==> src/rtl/lsu_pkg.sv <==
// lsu_pkg: shared definitions for the byte-serial load/store initiator.
//   - request size codes (byte / half / word / illegal)
//   - FSM state encoding, also exported on the debug port
//   - bytes_of(): number of byte accesses a legal size needs
package lsu_pkg;

  localparam logic [1:0] SZ_B = 2'b00;
  localparam logic [1:0] SZ_H = 2'b01;
  localparam logic [1:0] SZ_W = 2'b10;
  localparam logic [1:0] SZ_X = 2'b11;  // illegal size code

  typedef enum logic [1:0] {
    ST_IDLE   = 2'd0,
    ST_ACCESS = 2'd1,
    ST_RESP   = 2'd2
  } state_t;

  // Byte count for a size code; the illegal code never reaches ACCESS,
  // so mapping it to 4 is harmless.
  function automatic logic [2:0] bytes_of(input logic [1:0] size);
    case (size)
      SZ_B:    bytes_of = 3'd1;
      SZ_H:    bytes_of = 3'd2;
      default: bytes_of = 3'd4;
    endcase
  endfunction

endpackage

==> src/rtl/byte_lsu_load_extend.sv <==
// load_extend: combinational sign/zero extension of an assembled load.
// Ports:
//   i_size     size code of the load (byte / half / word)
//   i_unsigned 1 = zero-extend, 0 = sign-extend (ignored for words)
//   i_asm      little-endian assembled bytes, lane 0 = lowest address
//   o_rdata    extended 32-bit load result
module load_extend
  import lsu_pkg::*;
(
  input  logic [1:0]  i_size,
  input  logic        i_unsigned,
  input  logic [31:0] i_asm,
  output logic [31:0] o_rdata
);

  logic w_sign_b;
  logic w_sign_h;

  assign w_sign_b = ~i_unsigned & i_asm[7];
  assign w_sign_h = ~i_unsigned & i_asm[15];

  always_comb begin
    o_rdata = i_asm;
    case (i_size)
      SZ_B:    o_rdata = {{24{w_sign_b}}, i_asm[7:0]};
      SZ_H:    o_rdata = {{16{w_sign_h}}, i_asm[15:0]};
      default: o_rdata = i_asm;
    endcase
  end

endmodule

==> src/rtl/byte_lsu.sv <==
// byte_lsu: CPU-side load/store initiator for a byte-wide single-port
// memory (combinational read, synchronous write). One 8/16/32-bit request
// is serialised into 1/2/4 little-endian byte accesses; loads are
// assembled and extended into a 32-bit response.
//
// Handshake: a request transfers on a rising edge where req_valid and
// req_ready are both 1. req_ready is high only in IDLE, so at most one
// request is in flight and req_valid while busy is simply ignored.
// rsp_valid is a one-cycle pulse; rsp_rdata/rsp_err hold until the next
// response.
//
// Ports:
//   clk, rst_n                       clock, async active-low reset
//   req_valid/req_ready              request handshake
//   req_we/req_size/req_unsigned     store flag, size code, zero-extend flag
//   req_addr/req_wdata               byte address, store data (low bytes)
//   rsp_valid/rsp_rdata/rsp_err      response pulse, load data, error flag
//   mem_A/mem_WE/mem_WD/mem_RD       byte memory port
//   dbg_state                        current FSM state (lsu_pkg::state_t)
module byte_lsu
  import lsu_pkg::*;
#(
  parameter int N    = 10,
  parameter int XLEN = 32
) (
  input  logic            clk,
  input  logic            rst_n,
  input  logic            req_valid,
  output logic            req_ready,
  input  logic            req_we,
  input  logic [1:0]      req_size,
  input  logic            req_unsigned,
  input  logic [N-1:0]    req_addr,
  input  logic [XLEN-1:0] req_wdata,
  output logic            rsp_valid,
  output logic [XLEN-1:0] rsp_rdata,
  output logic            rsp_err,
  output logic [N-1:0]    mem_A,
  output logic            mem_WE,
  output logic [7:0]      mem_WD,
  input  logic [7:0]      mem_RD,
  output logic [1:0]      dbg_state
);

  state_t          r_state;
  logic            r_we;
  logic [1:0]      r_size;
  logic            r_uns;
  logic [N-1:0]    r_addr;
  logic [XLEN-1:0] r_wdata;
  logic [1:0]      r_idx;
  logic [XLEN-1:0] r_asm;
  logic [XLEN-1:0] r_rdata;
  logic            r_err;

  logic            w_req_err;
  logic            w_access;
  logic            w_last;
  logic [XLEN-1:0] w_asm_next;
  logic [XLEN-1:0] w_ext;

  // Misaligned halves/words and the illegal size code are rejected at accept.
  always_comb begin
    w_req_err = 1'b0;
    case (req_size)
      SZ_B:    w_req_err = 1'b0;
      SZ_H:    w_req_err = req_addr[0];
      SZ_W:    w_req_err = |req_addr[1:0];
      default: w_req_err = 1'b1;
    endcase
  end

  assign w_access = (r_state == ST_ACCESS);
  assign w_last   = ({1'b0, r_idx} == (bytes_of(r_size) - 3'd1));

  // Assembly register with the current byte merged in. The response is
  // extended from this so the last byte does not cost an extra cycle.
  always_comb begin
    w_asm_next = r_asm;
    w_asm_next[{r_idx, 3'b000} +: 8] = mem_RD;
  end

  load_extend u_load_extend (
    .i_size     (r_size),
    .i_unsigned (r_uns),
    .i_asm      (w_asm_next),
    .o_rdata    (w_ext)
  );

  always_ff @(posedge clk or negedge rst_n) begin
    if (!rst_n) begin
      r_state <= ST_IDLE;
      r_we    <= 1'b0;
      r_size  <= SZ_B;
      r_uns   <= 1'b0;
      r_addr  <= '0;
      r_wdata <= '0;
      r_idx   <= 2'd0;
      r_asm   <= '0;
      r_rdata <= '0;
      r_err   <= 1'b0;
    end else begin
      case (r_state)
        ST_IDLE: begin
          if (req_valid) begin
            r_we    <= req_we;
            r_size  <= req_size;
            r_uns   <= req_unsigned;
            r_addr  <= req_addr;
            r_wdata <= req_wdata;
            r_idx   <= 2'd0;
            r_asm   <= '0;
            if (w_req_err) begin
              r_err   <= 1'b1;
              r_rdata <= '0;
              r_state <= ST_RESP;
            end else begin
              r_state <= ST_ACCESS;
            end
          end
        end
        ST_ACCESS: begin
          if (!r_we) r_asm <= w_asm_next;
          r_idx <= r_idx + 2'd1;
          if (w_last) begin
            r_err   <= 1'b0;
            r_rdata <= r_we ? '0 : w_ext;
            r_state <= ST_RESP;
          end
        end
        ST_RESP: r_state <= ST_IDLE;
        default: r_state <= ST_IDLE;
      endcase
    end
  end

  // Memory port is decoded from registered state only; outside ACCESS it
  // is forced to zero, and reset drops mem_WE asynchronously.
  assign mem_A  = w_access ? (r_addr + N'(r_idx)) : '0;
  assign mem_WE = w_access & r_we;
  assign mem_WD = w_access ? r_wdata[{r_idx, 3'b000} +: 8] : 8'h00;

  assign req_ready = (r_state == ST_IDLE);
  assign rsp_valid = (r_state == ST_RESP);
  assign rsp_rdata = r_rdata;
  assign rsp_err   = r_err;
  assign dbg_state = r_state;

endmodule

==> config.mk <==
export PLATFORM = sky130hd
export DESIGN_NAME = byte_lsu
export DESIGN_NICKNAME = d
export VERILOG_FILES = /design/src/rtl/lsu_pkg.sv /design/src/rtl/byte_lsu_load_extend.sv /design/src/rtl/byte_lsu.sv
export SDC_FILE = /design/constraint.sdc
export NUM_CORES = 1
export LEC_CHECK = 0
export ABC_AREA = 1
export BUFFER_PORTS_ARGS = -buffer_cell sky130_fd_sc_hd__buf_2
export CORE_UTILIZATION = 38
export DETAILED_ROUTE_END_ITERATION = 7
export GPL_ROUTABILITY_DRIVEN = 0
export PLACE_DENSITY = 0.6
export REMOVE_ABC_BUFFERS = 1
export SYNTH_ARGS = -nofsm -noshare
export SYNTH_HDL_FRONTEND = slang
export SYNTH_HIERARCHICAL = 1
export SYNTH_SLANG_ARGS = --single-unit
==> constraint.sdc <==
create_clock -name clk -period 2.5 [get_ports clk]
set_input_delay 0.125 -clock clk [delete_from_list [all_inputs] [get_ports clk]]
set_output_delay 0.125 -clock clk [all_outputs]
set_load 0.01 [all_outputs]
Word-level counts from Yosys, hierarchy flattened:

Cells that the tools add are included.

* bits in registers: 115
* bits of input ports: 57
* output and inout bits: 56
* word-level logic and storage cells: 65

* add/subtract/negate cells: 4
* equality and inequality tests: 10
* shift operators: 3
* mux-type cells: 24
* bitwise logic cells: 4
* reduce and logical (&&, ||, !) cells: 10

Operators with widths (number)
* $mux 32: 6
* $pmux 32 s2: 3
* $bwmux 32: 1
* $shift 8x7->32 const A: 1
* $shiftx 32x6->8: 1
* $shiftx 8x7->32: 1
* $add 10x2->10: 1
* $mux 10: 1
* $mux 2: 4
* $mux 8: 1
* $pmux 2 s2: 2
* $neg 5->7: 1
* $eq 2x1->1 const B: 3
* $logic_not 2->1: 3
* $pmux 3 s2: 1
* $reduce_and 2->1: 3
* $eq 2x2->1 const B: 2
* $ne 2x1->1 const B: 2
* $ne 2x2->1 const B: 2
* $reduce_and 4->1: 1
* $and 1x1->1: 3
* $eq 2x3->1: 1
* $mux 1: 3
* $pmux 1 s3: 1
* other kinds (7): 7

Longest topological paths before layout:

* word-level depth: 8
* mapped depth: 18
* depth with buffers taken out: 14

Hierarchy:

The synthesis kept the hierarchy.

By module, submodules not included
* byte_lsu: times used 1, cells an instance 770, area an instance 5763.0 µm², sequential area each 2877.8 µm²
* load_extend: times used 1, cells an instance 71, area an instance 404.1 µm², sequential area each 0.0 µm²

Worst setup path before layout:

No wires, ideal clock.

* path type: reg-to-reg
* start point: reg r_idx[1]
* end point: reg r_rdata[22], in the netlist rsp_rdata[22]
* library setup time: 0.065 ns
* arrival time: 2.578 ns
* data required time: 2.435 ns
* setup slack: -0.143 ns
* stages on the path, launching flop included: 17
* path buffers: 4
* clock period less this slack: 2.643 ns
* path through: dfrtp_1 > buf_4 > inv_1 > clkbuf_1 > ha_1 > buf_2 > nand4_1 > o22ai_1 > inv_1 > nor2_1 > nand2_2 > buf_6 > nand3_1 > nand2_1 > nor2_1 > nand3_1 > nand2_1

* longest elaborated chain between the ends: 8
* elaborated cells on any way between the ends: 13
* those cells by class: add/sub (1); eq/ne (2); shift (2); mux (5); bitwise (2); reduce/logical (1)

Ends and longest elaborated chain
* start: declaration: RTL line byte_lsu.sv:51 `logic [1:0] r_idx;`
* start signal: assignment: RTL line byte_lsu.sv:124 `r_idx <= r_idx + 2'd1;`
* $neg 5->7 *: RTL line byte_lsu.sv:80 `w_asm_next[{r_idx, 3'b000} +: 8] = mem_RD;`
* $shiftx 8x7->32 / $shift 8x7->32 (equally long branches): RTL line byte_lsu.sv:80
* $bwmux 32 *: RTL line byte_lsu.sv:80
* named net w_asm_next[7]: RTL line byte_lsu.sv:59 `logic [XLEN-1:0] w_asm_next;`
* $and 1x1->1 *: RTL line byte_lsu_load_extend.sv:19 `assign w_sign_b = ~i_unsigned & i_asm[7];`
* $pmux 32 s2 *: RTL line byte_lsu_load_extend.sv:24 `case (i_size)`
* named net w_ext[22]: RTL line byte_lsu.sv:60 `logic [XLEN-1:0] w_ext;`
* $mux 32 *: RTL line byte_lsu.sv:127 `r_rdata <= r_we ? '0 : w_ext;`
* $mux 32 *: RTL line byte_lsu.sv:125 `if (w_last) begin`
* $pmux 32 s2 *: RTL line byte_lsu.sv:103 `case (r_state)`
* end signal: assignment: RTL line byte_lsu.sv:127
* end: declaration: RTL line byte_lsu.sv:53 `logic [XLEN-1:0] r_rdata;`

Mark *: on every way through the listed nets, which the timed path passes. The rest lies on a longest branch. The select of a mux whose other input is x is not followed.
A chain may end at the register's enable or synchronous reset.

Final worst setup path:

* start point: reg r_idx[0]
* end point: out mem_A[8]

* longest elaborated chain between the ends: 2

Ends and longest elaborated chain
* $add 10x2->10: RTL line byte_lsu.sv:139 `assign mem_A = w_access ? (r_addr + N'(r_idx)) : '0;`
* $mux 10: RTL line byte_lsu.sv:139
* end: declaration: RTL line byte_lsu.sv:38 `output logic [N-1:0] mem_A,`

Every way passes these cells.

==> results.cfg <==
[place]
dpl_cell_area_mm2 = 0.006832
portBuffers = 112
place_hpwl_um = 10350

[die]
num_rows = 46
initial_core_util = 0.3882
ios = 113
core_area_mm2 = 0.01589
die_w_um = 129.4
fp.dieH_um = 129.4
die-area_mm2 = 0.01674

[timing]
hold_viol = 0
setup_violations = 0
fin_crit_ns = 2.343
rsz0062_at_grt = true
tns_ns = 0
tightest_slew_ns = 0.5946
max_freq_mhz = 426.7
slew_violations = 0
skew_ns = 0.005787
slew_headroom = 0.6036
fin_crit_sh = 0.9374

[synth]
synthDistinctLibCells = 27
synth-seq-cells = 115
ys_seq_area_frac = 0.4666
ys_warn_count = 6
avgSynthCellArea_um2 = 7.333
syn-cell-area_mm2 = 0.006167
netlist_instances = 841

[final_layout]
final_util = 0.4943
nets = 1050
drive_gt1_frac = 0.1849
design_area_mm2 = 0.007851
syn2layout_area_growth_pct = 27.31
fill_cells = 1650
diodes = 0

[drt]
via_count = 5769
drtIter0Drc = 316
drc = 0
dr.pass1.iters = 4
wl_per_cell_um = 13.26
routed_via_density = 4.764
drt-total-wl_um = 16060
route.antenna.remaining_nets = 0

[global_routing]
grt_max_degree = 46
grt_pass1_vias = 5630
antenna_found_initial = 0
overflow = 0
grtUsageTotal = 0.2088
grt_pass1_wl_um = 27020

[clocking]
clk_pin_slew_ns = 0.05
ctsHtreeMaxLevel = 4
max-clock-path-buffers = 2
numCtsBuffers = 17
cts_setup_buffers = 0
cts_tree = done
clock-sinks = 115
cts_root_buf = clkbuf_16
clk_latency_ns = 0.41

[critical_path]
arrival_ns = 2.22
cp-start-kind = flip-flop
endpoint_kind = primary output
crit_path_max_fanout = 29
criticalPathCategory = flip-flop to primary output
cp.required_ns = 2.38

[power]
p_per_area_mw_per_mm2 = 1043
finalPower_mw = 8.191
peakVddDrop_v = 0.0005631
leakagePower_nw = 4.197

[run_status]
status = complete, no violations

[flow_run]
cap_violations = 0

[min_path]
hold_class = primary input to flip-flop
-- Yosys cell counts --
cell,n,area (um^2)
nand4_1,1,6.260
buf_2,27,135.1
buf_4,12,90.09
inv_2,1,3.750
o21bai_4,1,18.77
xor2_1,1,8.760
ha_1,8,100.1
clkinv_1,1,3.750
nor3_1,3,15.01
nand3_1,55,275.3
nand2_4,2,22.52
dfrtp_1,115,2878
nand2_2,4,25.02
nand2_1,329,1235
o22ai_1,33,206.5
a21oi_1,12,60.06
nor2_1,79,296.5
nor2_2,1,6.260
o21bai_1,1,7.510
o21ai_0,61,305.3
inv_1,68,255.2
clkbuf_1,11,41.29
buf_6,8,90.09
fa_1,1,20.02
nand3_2,2,20.02
nand3b_1,1,7.510
nor2_4,3,33.78
-- cell families (layout without fill, tap and decap cells) --
kind of cell,count (synthesis),in the layout,share of synthesized area
AO/OA/AOI/OAI,108,108,0.09698
XOR/XNOR,1,1,0.001420
adder cells (fa/ha/maj),9,9,0.01948
buffers and inverters,128,282,0.1004
flip-flops,115,115,0.4666
AND/OR/NAND/NOR,480,480,0.3151
-- power by group --
part / internal [mW] / switching [mW]
clock: 1.40 / 0.804
combinational: 1.10 / 2.24
sequential: 2.34 / 0.309
-- per-layer routing --
| layer | vias to the layer above | routed length, um | global-route usage |
|---|---|---|---|
| met1 | 2668 | 7459 | 0.2655 |
| met3 | 19 | 789 | 0.05161 |
| met4 | 0 | 253 | 0.07059 |
| met5 | - | 0 | 0 |
| met2 | 159 | 7556 | 0.3469 |
| li1 | 2923 | - | - |
-- worst paths after layout --
kind                                            from                   endpoint  slack [ns]  cells past startpoint
setup / recovery                r_idx[0]$_DFFE_PN0P_                   mem_A[8]        0.16                      9
hold / removal                           req_size[0]      r_size[0]$_DFFE_PN0P_        0.02                      3
setup reg to reg                r_idx[0]$_DFFE_PN0P_  rsp_rdata[27]$_DFFE_PN0P_        0.27                     11
hold reg to reg            rsp_rdata[11]$_DFFE_PN0P_  rsp_rdata[11]$_DFFE_PN0P_        0.46                      2
max in group asynchronous                      rst_n           r_we$_DFFE_PN0P_        1.46                      3
min in group asynchronous                      rst_n  rsp_rdata[12]$_DFFE_PN0P_        0.25                      2
-- through the flow --
step / hold slack [ns] / instances / setup slack [ns]
floorplan: -0.1706 / 783 / -0.4646
global placement: 0.1686 / 1136 / 0.3619
detailed placement: 0.1686 / 1136 / 0.2888
CTS: 0.0005413 / 1210 / 0.004367
global route: 0.02410 / 1211 / -0.0002138
finish: 0.02283 / 1211 / 0.1565
-- final cells by class --
| class | count | area (um^2) | area share |
|---|---|---|---|
| flip-flops and latches | 115 | 2878 | 0.3665 |
| multi-input cells | 598 | 2688 | 0.3423 |
| repair buffers | 181 | 1204 | 0.1533 |
| clock buffers | 25 | 515.5 | 0.06566 |
| well taps | 216 | 270.3 | 0.03442 |
| inverters | 70 | 266.5 | 0.03394 |
| clock inverters | 5 | 25.02 | 0.003187 |
| repair inverters | 1 | 5.005 | 0.0006375 |
-- layout by cell type (no fill, tap or decap) --
master	n
a21oi_1	11
a21oi_2	1
buf_12	1
buf_2	111
buf_4	25
clkbuf_1	2
clkbuf_16	17
clkbuf_8	6
clkinv_1	1
clkinv_2	5
clkinvlp_2	1
clkinvlp_4	1
dfrtp_1	115
dlygate4sd3_1	44
fa_2	1
ha_1	8
inv_1	67
inv_2	1
nand2_1	329
nand2_2	3
nand2_4	3
nand3_1	55
nand3_2	2
nand3b_1	1
nand4_1	1
nor2_1	79
nor2_2	1
nor2_4	3
nor3_1	3
o21ai_0	61
o21bai_1	1
o21bai_4	1
o22ai_1	32
o22ai_2	1
xor2_1	1
-- what timing repair did --
action                                  4_1_cts  5_1_grt
resized for setup                             2        6
gates cloned                                  0        1
pin swaps                                     0        1
hold buffers                                 44        0
hold endpoints to repair                     83        0
endpoints found under the setup margin        3       22
-- state kept, by name (all words and copies together), names as in the netlist --
name,count
r_asm,32
dbg_state,2
r_addr,10
r_we,1
r_uns,1
r_wdata,32
rsp_err,1
rsp_rdata,32
r_size,2
r_idx,2
-- worst max-delay path: stages, from the launching register on --
cell	delay (ns)
dfrtp_1	0.40
buf_12	0.18
ha_1	0.21
fa_2	0.34
nand2_1	0.09
inv_1	0.05
nand2_1	0.09
nor3_1	0.06
nor3_1	0.20
buf_2	0.17
Note: power is estimated with default switching activity, not from simulation.
